==> config.mk <==
export PLATFORM = sky130hd
export DESIGN_NAME = dds_key_ctrl
export DESIGN_NICKNAME = d
export VERILOG_FILES = /design/src/rtl/dds_key_ctrl.sv
export SDC_FILE = /design/constraint.sdc
export NUM_CORES = 1
export LEC_CHECK = 0
export ABC_AREA = 1
export CAP_MARGIN = 20
export CORE_MARGIN = 2
export CORE_UTILIZATION = 30
export DETAILED_ROUTE_END_ITERATION = 8
export PLACE_DENSITY = 0.57
export SYNTH_ARGS = -nofsm -noshare
export SYNTH_HDL_FRONTEND = slang
export SYNTH_SLANG_ARGS = --single-unit
==> constraint.sdc <==
create_clock -name Clk -period 4.48 [get_ports Clk]
set_input_delay 0.896 -clock Clk [delete_from_list [all_inputs] [get_ports Clk]]
set_output_delay 0.896 -clock Clk [all_outputs]
set_load 0.005 [all_outputs]
==> src/rtl/dds_key_ctrl.sv <==
// -----------------------------------------------------------------------------
// dds_key_ctrl
// Upstream control stage for the dual-channel DDS / AD9767 generator.
// Four active-low push keys are synchronized, debounced and turned into
// single-cycle press events. Each event steps the frequency or phase word of
// DDS channel A or B. All outputs are registered and drive the DDS
// accumulators directly.
//
// Ports:
//   Clk       - system clock
//   Reset_n   - asynchronous active-low reset
//   Key[3:0]  - raw keys, active-low, asynchronous to Clk
//   FwordA/B  - channel A/B frequency word = FBASE * (index + 1), index 0..7
//   PwordA/B  - channel A/B phase offset, stepped by PSTEP, wraps mod 2^PW
//   Key_Flag  - 1-cycle pulse per accepted press (bit per key)
//   Upd       - 1-cycle strobe in the cycle any word changes
//
// Key mapping: Key[0] -> FwordA, Key[1] -> FwordB,
//              Key[2] -> PwordA, Key[3] -> PwordB.
//
// Optional build macro DDS_KEY_AUTOREPEAT_EN: while a key stays pressed, an
// extra press event is issued every REPEAT_CYCLES cycles. Without the macro
// each press yields exactly one event and REPEAT_CYCLES only gets a sanity
// check.
// -----------------------------------------------------------------------------
module dds_key_ctrl #(
  parameter int FW              = 32,
  parameter int PW              = 12,
  parameter int DEBOUNCE_CYCLES = 1000000,
  parameter int FBASE           = 85899,
  parameter int PSTEP           = 1024,
  parameter int REPEAT_CYCLES   = 25000000
) (
  input  logic          Clk,
  input  logic          Reset_n,
  input  logic [3:0]    Key,
  output logic [FW-1:0] FwordA,
  output logic [FW-1:0] FwordB,
  output logic [PW-1:0] PwordA,
  output logic [PW-1:0] PwordB,
  output logic [3:0]    Key_Flag,
  output logic          Upd
);

  localparam int            CW       = (DEBOUNCE_CYCLES > 1) ? $clog2(DEBOUNCE_CYCLES) : 1;
  localparam logic [CW-1:0] DEB_LAST = CW'(DEBOUNCE_CYCLES - 1);

  // Elaboration-time parameter sanity: the top frequency word FBASE*8 must be
  // representable, and the repeat period must be a positive cycle count.
  if (longint'(FBASE) * 64'sd8 >= (64'sd1 <<< FW)) begin : gBadFbase
    $error("dds_key_ctrl: FBASE*8 does not fit in FW bits");
  end
  if (REPEAT_CYCLES < 1) begin : gBadRepeat
    $error("dds_key_ctrl: REPEAT_CYCLES must be at least 1");
  end

  logic [3:0]    keySync1_r;
  logic [3:0]    keySync2_r;
  logic [3:0]    keyLevel_r;      // debounced level, 1 = released
  logic [3:0]    keyLevelDly_r;   // debounced level one cycle earlier
  logic [CW-1:0] debCnt_r [4];
  logic [3:0]    pressEvt_s;
  logic [2:0]    idxA_r;
  logic [2:0]    idxB_r;
  logic [2:0]    idxANext_s;
  logic [2:0]    idxBNext_s;

  // Frequency word for a given index, computed at FW width.
  function automatic logic [FW-1:0] freqWord(input logic [2:0] idx);
    freqWord = FW'(FBASE) * (FW'(idx) + FW'(1));
  endfunction

  // Two-flop synchronizer for the asynchronous key pins.
  always_ff @(posedge Clk or negedge Reset_n) begin
    if (!Reset_n) begin
      keySync1_r <= 4'b1111;
      keySync2_r <= 4'b1111;
    end else begin
      keySync1_r <= Key;
      keySync2_r <= keySync1_r;
    end
  end

  // Per-key debounce: a level change is accepted only after DEBOUNCE_CYCLES
  // consecutive samples differ from the current debounced level.
  always_ff @(posedge Clk or negedge Reset_n) begin
    if (!Reset_n) begin
      keyLevel_r <= 4'b1111;
      for (int i = 0; i < 4; i++) begin
        debCnt_r[i] <= '0;
      end
    end else begin
      for (int i = 0; i < 4; i++) begin
        if (keySync2_r[i] == keyLevel_r[i]) begin
          debCnt_r[i] <= '0;
        end else if (debCnt_r[i] == DEB_LAST) begin
          keyLevel_r[i] <= keySync2_r[i];
          debCnt_r[i]   <= '0;
        end else begin
          debCnt_r[i] <= debCnt_r[i] + CW'(1);
        end
      end
    end
  end

`ifdef DDS_KEY_AUTOREPEAT_EN
  localparam int            RW       = (REPEAT_CYCLES > 1) ? $clog2(REPEAT_CYCLES) : 1;
  localparam logic [RW-1:0] REP_LAST = RW'(REPEAT_CYCLES - 1);

  logic [RW-1:0] holdCnt_r [4];
  logic [3:0]    repeatHit_s;

  // A held key fires a repeat event each time its hold counter wraps.
  always_comb begin
    repeatHit_s = 4'b0000;
    for (int i = 0; i < 4; i++) begin
      repeatHit_s[i] = ~keyLevel_r[i] && (holdCnt_r[i] == REP_LAST);
    end
  end

  // Hold counters run while the debounced level is low, clear on release.
  always_ff @(posedge Clk or negedge Reset_n) begin
    if (!Reset_n) begin
      for (int i = 0; i < 4; i++) begin
        holdCnt_r[i] <= '0;
      end
    end else begin
      for (int i = 0; i < 4; i++) begin
        if (keyLevel_r[i] || repeatHit_s[i]) begin
          holdCnt_r[i] <= '0;
        end else begin
          holdCnt_r[i] <= holdCnt_r[i] + RW'(1);
        end
      end
    end
  end
`else
  logic [3:0] repeatHit_s;

  // No auto-repeat: only the 1->0 edge of the debounced level is an event.
  always_comb begin
    repeatHit_s = 4'b0000;
  end
`endif

  // Press events: falling edge of the debounced level, plus repeats.
  always_comb begin
    pressEvt_s = (keyLevelDly_r & ~keyLevel_r) | repeatHit_s;
  end

  // Next frequency index; 3-bit arithmetic gives the 7 -> 0 wrap.
  always_comb begin
    idxANext_s = idxA_r + 3'd1;
    idxBNext_s = idxB_r + 3'd1;
  end

  // Registered press flags, one cycle after the debounced edge.
  always_ff @(posedge Clk or negedge Reset_n) begin
    if (!Reset_n) begin
      keyLevelDly_r <= 4'b1111;
      Key_Flag      <= 4'b0000;
    end else begin
      keyLevelDly_r <= keyLevel_r;
      Key_Flag      <= pressEvt_s;
    end
  end

  // Word updates, one cycle after the flag, with a shared update strobe.
  always_ff @(posedge Clk or negedge Reset_n) begin
    if (!Reset_n) begin
      idxA_r <= 3'd0;
      idxB_r <= 3'd0;
      FwordA <= FW'(FBASE);
      FwordB <= FW'(FBASE);
      PwordA <= '0;
      PwordB <= '0;
      Upd    <= 1'b0;
    end else begin
      Upd <= |Key_Flag;
      if (Key_Flag[0]) begin
        idxA_r <= idxANext_s;
        FwordA <= freqWord(idxANext_s);
      end
      if (Key_Flag[1]) begin
        idxB_r <= idxBNext_s;
        FwordB <= freqWord(idxBNext_s);
      end
      if (Key_Flag[2]) begin
        PwordA <= PwordA + PW'(PSTEP);
      end
      if (Key_Flag[3]) begin
        PwordB <= PwordB + PW'(PSTEP);
      end
    end
  end

endmodule

=== Word level (Yosys, flattened, before mapping) ===
Index checks and enable logic that the tools add are counted.

* Bits in registers: 195
* Bits in latches: 0
* Memory bits (writable): 0
* Memory bits (read-only): 0
* Bits of input ports: 6
* Output and inout bits: 93
* Logic and storage cells: 58
* Memories: 0

* Add/subtract/negate cells: 10
* Multiply operators: 2
* Divide/modulo/power cells: 0
* Magnitude comparators: 0
* Equality and inequality tests: 8
* Shift operators: 0
* Multiplexer cells: 8
* Bitwise gates (word level): 6
* Reduce and logical (&&, ||, !) cells: 5

{| class="wikitable"
|+ Operator list
! kind !! number
|-
| $mux W20 || 8
|-
| $add A20 B1 Y20 const B || 4
|-
| $eq A20 B20 Y1 const B || 4
|-
| $mul A17 B4 Y21 const A || 2
|-
| $add A12 B11 Y12 const B || 2
|-
| $add A3 B1 Y4 const B || 2
|-
| $reduce_and A2 Y1 || 4
|-
| $add A3 B1 Y3 const B || 2
|-
| $and A4 B4 Y4 || 1
|-
| $eq A1 B1 Y1 || 4
|-
| $not A1 Y1 || 4
|-
| $not A4 Y4 || 1
|-
| $reduce_or A4 Y1 || 1
|}

=== Depth between registers and ports, before layout ===
* Depth after elaboration: 3
* Gate-level depth with buffers: 22
* Depth with buffers taken out: 21

=== Least setup slack after synthesis ===
OpenSTA, ideal clock, no wires.

* Path kind: reg2reg
* Start point: reg idxB_r[0]
* End point: reg FwordB[19]
* Setup time: 0.118 ns
* Data arrival time: 4.078 ns
* Path slack: 0.283 ns
* Stages on the path, launching flop included: 20
* Clock period less this slack: 4.197 ns
* Cell sequence: dfrtp_1 -> buf_2 -> inv_2 -> ha_1 -> inv_1 -> nand2_1 -> nor2_1 -> inv_1 -> fa_1 -> fa_1 -> ha_1 -> nand2_1 -> nor2_1 -> nand4_1 -> o21ai_0 -> nand3_1 -> nand3_1 -> nand2_1 -> nand3_1 -> nand2_1

* Cells in the longest elaborated chain, start to end: 3

{| class="wikitable"
|+ RTL lines
! element !! line !! text
|-
| start, declared || 64 || <nowiki>logic [2:0] idxB_r;</nowiki>
|-
| start signal, assigned || 185 || <nowiki>idxB_r <= idxBNext_s;</nowiki>
|-
| $add A3 B1 Y3 || 154 || <nowiki>idxBNext_s = idxB_r + 3'd1;</nowiki>
|-
| named net idxBNext_s[0] || 66 || <nowiki>logic [2:0] idxBNext_s;</nowiki>
|-
| $add A3 B1 Y4 || 70 || <nowiki>freqWord = FW'(FBASE) * (FW'(idx) + FW'(1));</nowiki>
|-
| $mul A17 B4 Y21 || 70 ||
|-
| end signal, assigned || 174 || <nowiki>FwordB <= FW'(FBASE);</nowiki>
|-
| end signal, assigned || 186 || <nowiki>FwordB <= freqWord(idxBNext_s);</nowiki>
|-
| end, declared || 38 || <nowiki>output logic [FW-1:0] FwordB,</nowiki>
|}

The timed path passes the listed nets, and every way through them passes these cells.
A chain may end at the register's enable or synchronous reset.

=== Worst setup path in the final report ===
Ends and elaborated chain as after synthesis.

==> results.yml <==
drt:
  ant_nets: 0
  dr.pass1.iters: 5
  via_per_inst: 4.480
  vias: 7226
  drcViolationCount: 0
  drt-initial-drc-count: 386
  wirelength_um: 20210
  avgRoutedWirePerCell_um: 12.53
setup_path:
  path_max_fanout: 10
  cpPeakStageDelay_ns: 0.66
  crit_required_ns: 4.79
  cp_num_buf_inv: 3
  start_kind: "flop"
  cpMostUsedCell: "nand2_1"
  criticalPathCategory: "flop to flop"
  crit_family: "adder cells"
  crit_arrival_ns: 4.44
  cp-end-kind: "flop"
  crit_chain: "inv_2 -> ha_1 -> inv_1 -> nand2_1 -> nor2_1 -> inv_1 -> fa_1 -> fa_1 -> ha_1 -> nand2_1 -> nor2_1 -> nand4_1 -> o21ai_0 -> nand3_1 -> nand3_1 -> nand2_1 -> nand3_1 -> nand2_1"
  slowest_stage: "fa_1"
floorplan:
  chipHeight_um: 179.6
  core-area_um2: 30510
  die_area_um2: 32270
  start_util: 0.3033
  ios: 99
  die_x_um: 179.6
  placementRows: 64
timing:
  slew_viol_final: 0
  tightest_slew_ns: 0.8786
  finalSetupViolations: 0
  timing.setup.tns_ns: 0
  worst_slack_ns: 0.3498
  skew_ns: 0.01314
  maxSlewHeadroom: 0.4143
  clock.fmax_mhz: 242.1
  rsz0062_at_grt: "false"
  post-route-period-util: 0.9219
  finalCriticalPeriod_ns: 4.130
  hold_viol: 0
cts:
  clk_pin_slew_worst_paths_ns: 0.06
  cts_max_level: 4
  ctsResizeCount: 0
  holdBufCountCts: 0
  clock_sinks: 149
  cts_tree: "yes"
  clock-root-buffer: "clkbuf_16"
  clock_latency_ns: 0.42
  cts_buffers: 17
  ctsLongestPathBuffers: 2
  cts_setup_buffers: 0
grt:
  antenna_found_initial: 0
  grt_max_degree: 95
  grtUsageTotal: 0.1294
  grt_pass1_wl_um: 34830
  grt_pass1_vias: 7164
  gr-total-overflow: 0
placed_design:
  gp_congestion: 0.8870
  preCtsSetupSlack_ns: 0.4007
  placed_cells: 1581
  port_buffers: 56
  hpwlAfterDp_um: 15380
logic_synthesis:
  ys_ff_latch: 149
  yosysWarnings: 0
  ys_seq_area_frac: 0.4075
  netlist_instances: 1135
  ys_types: 47
  avgSynthCellArea_um2: 8.153
  syn_area_um2: 9254
power:
  leakagePower_nw: 5.058
  power_density_nw_per_um2: 276.2
  irDropWorstVdd_v: 0.0002321
final_layout:
  drive_gt1_frac: 0.09942
  layout.nets: 1280
  area_delta_synth_final_pct: 16.63
  layout_common_cells: "nand2_1 (240), nor2_1 (142), inv_1 (127)"
  n_antenna_cell: 0
  stdcell_count: 1613
  final_util: 0.3538
  final_common_cell: "nand2_1"
flow_run:
  cap_violations: 0
min_path:
  hold_path.class: "flop to flop"
run_status:
  status: "complete, no violations"
-- layer usage --
metal / global-route usage / share of wire
met1: 0.1719 / 0.48
met2: 0.2133 / 0.47
met3: 0.02330 / 0.026
met4: 0.04195 / 0.017
met5: 0 / 0
-- cell usage after synthesis, drive strengths merged --
library cell  count  share of area
a21boi            2         0.0016
a21oi            38          0.021
a31oi             2         0.0014
and3              2         0.0014
buf              50          0.039
clkbuf            6         0.0024
clkinv            2        0.00081
conb              1        0.00041
dfrtp           115           0.31
dfstp            34          0.097
fa               12          0.026
ha               58          0.078
inv             139          0.056
mux2              4         0.0049
nand2           244           0.10
nand3            78          0.045
nand3b            5         0.0041
nand4            27          0.020
nor2            150          0.064
nor3             25          0.018
nor3b             6         0.0049
nor4              8         0.0061
o211ai            2         0.0016
o21a              6         0.0049
o21ai            47          0.025
o21bai            4         0.0032
o22a              1        0.00095
o22ai             1        0.00068
o31ai             2         0.0016
or2               7         0.0047
xnor2            17          0.016
xor2             40          0.038
-- final timing paths --
path                               start       endpoint  slack [ns]  depth (start not counted)
setup / recovery               idxB_r[0]     FwordB[19]        0.35                         18
hold / removal             keySync1_r[2]  keySync2_r[2]        0.36                          0
setup reg to reg               idxB_r[0]     FwordB[19]        0.35                         18
hold reg to reg            keySync1_r[2]  keySync2_r[2]        0.36                          0
max in group asynchronous        Reset_n     FwordA[10]        3.06                          2
min in group asynchronous        Reset_n   debCnt_r[61]        0.57                          1
-- per-stage QoR --
stage          total power [W]  cell area, um^2  hold WS [ns]
3_3_place_gp          0.001468            10160        0.3480
2_1_floorplan         0.001451             9408        0.3452
6_report              0.002981            10790        0.3553
3_5_place_dp          0.001469            10160        0.3472
4_1_cts               0.003035            10790        0.3565
5_1_grt               0.003104            10790        0.3596
-- cell families after synthesis --
family	count (synthesis)	synth area share
adders and majority gates	70	0.1044
and+or+nand+nor	552	0.2681
AOI/OAI and AO/OA	105	0.06192
DFF	149	0.4075
xor gates and xnor gates	57	0.05395
muxes	4	0.004867
buffers and inverters	197	0.09884
other	1	0.0004052
-- report_power, final --
part           switching, W  internal [W]
Clock              0.000576      0.000963
Sequential       0.00000895       0.00136
Combinational     0.0000551     0.0000161
Total              0.000640       0.00234
-- layout make-up --
type / instances / area, um^2
timing repair buffer: 65 / 641.9
multi-input combinational: 830 / 4722
clock buffer: 20 / 456.7
fill: 3171 / 19720
sequential: 149 / 3771
inverter: 141 / 529.3
clock inverter: 12 / 176.4
tap: 396 / 495.5
-- flip-flops by register name, indices dropped and copies added, names as in the netlist, 2 cells and up --
register       cells
keySync2_r         4
keySync1_r         4
Key_Flag           4
keyLevel_r         4
FwordB            20
PwordA             2
keyLevelDly_r      4
PwordB             2
idxA_r             2
FwordA            20
debCnt_r          80
idxB_r             2
Power figures use the tool's default switching activity.
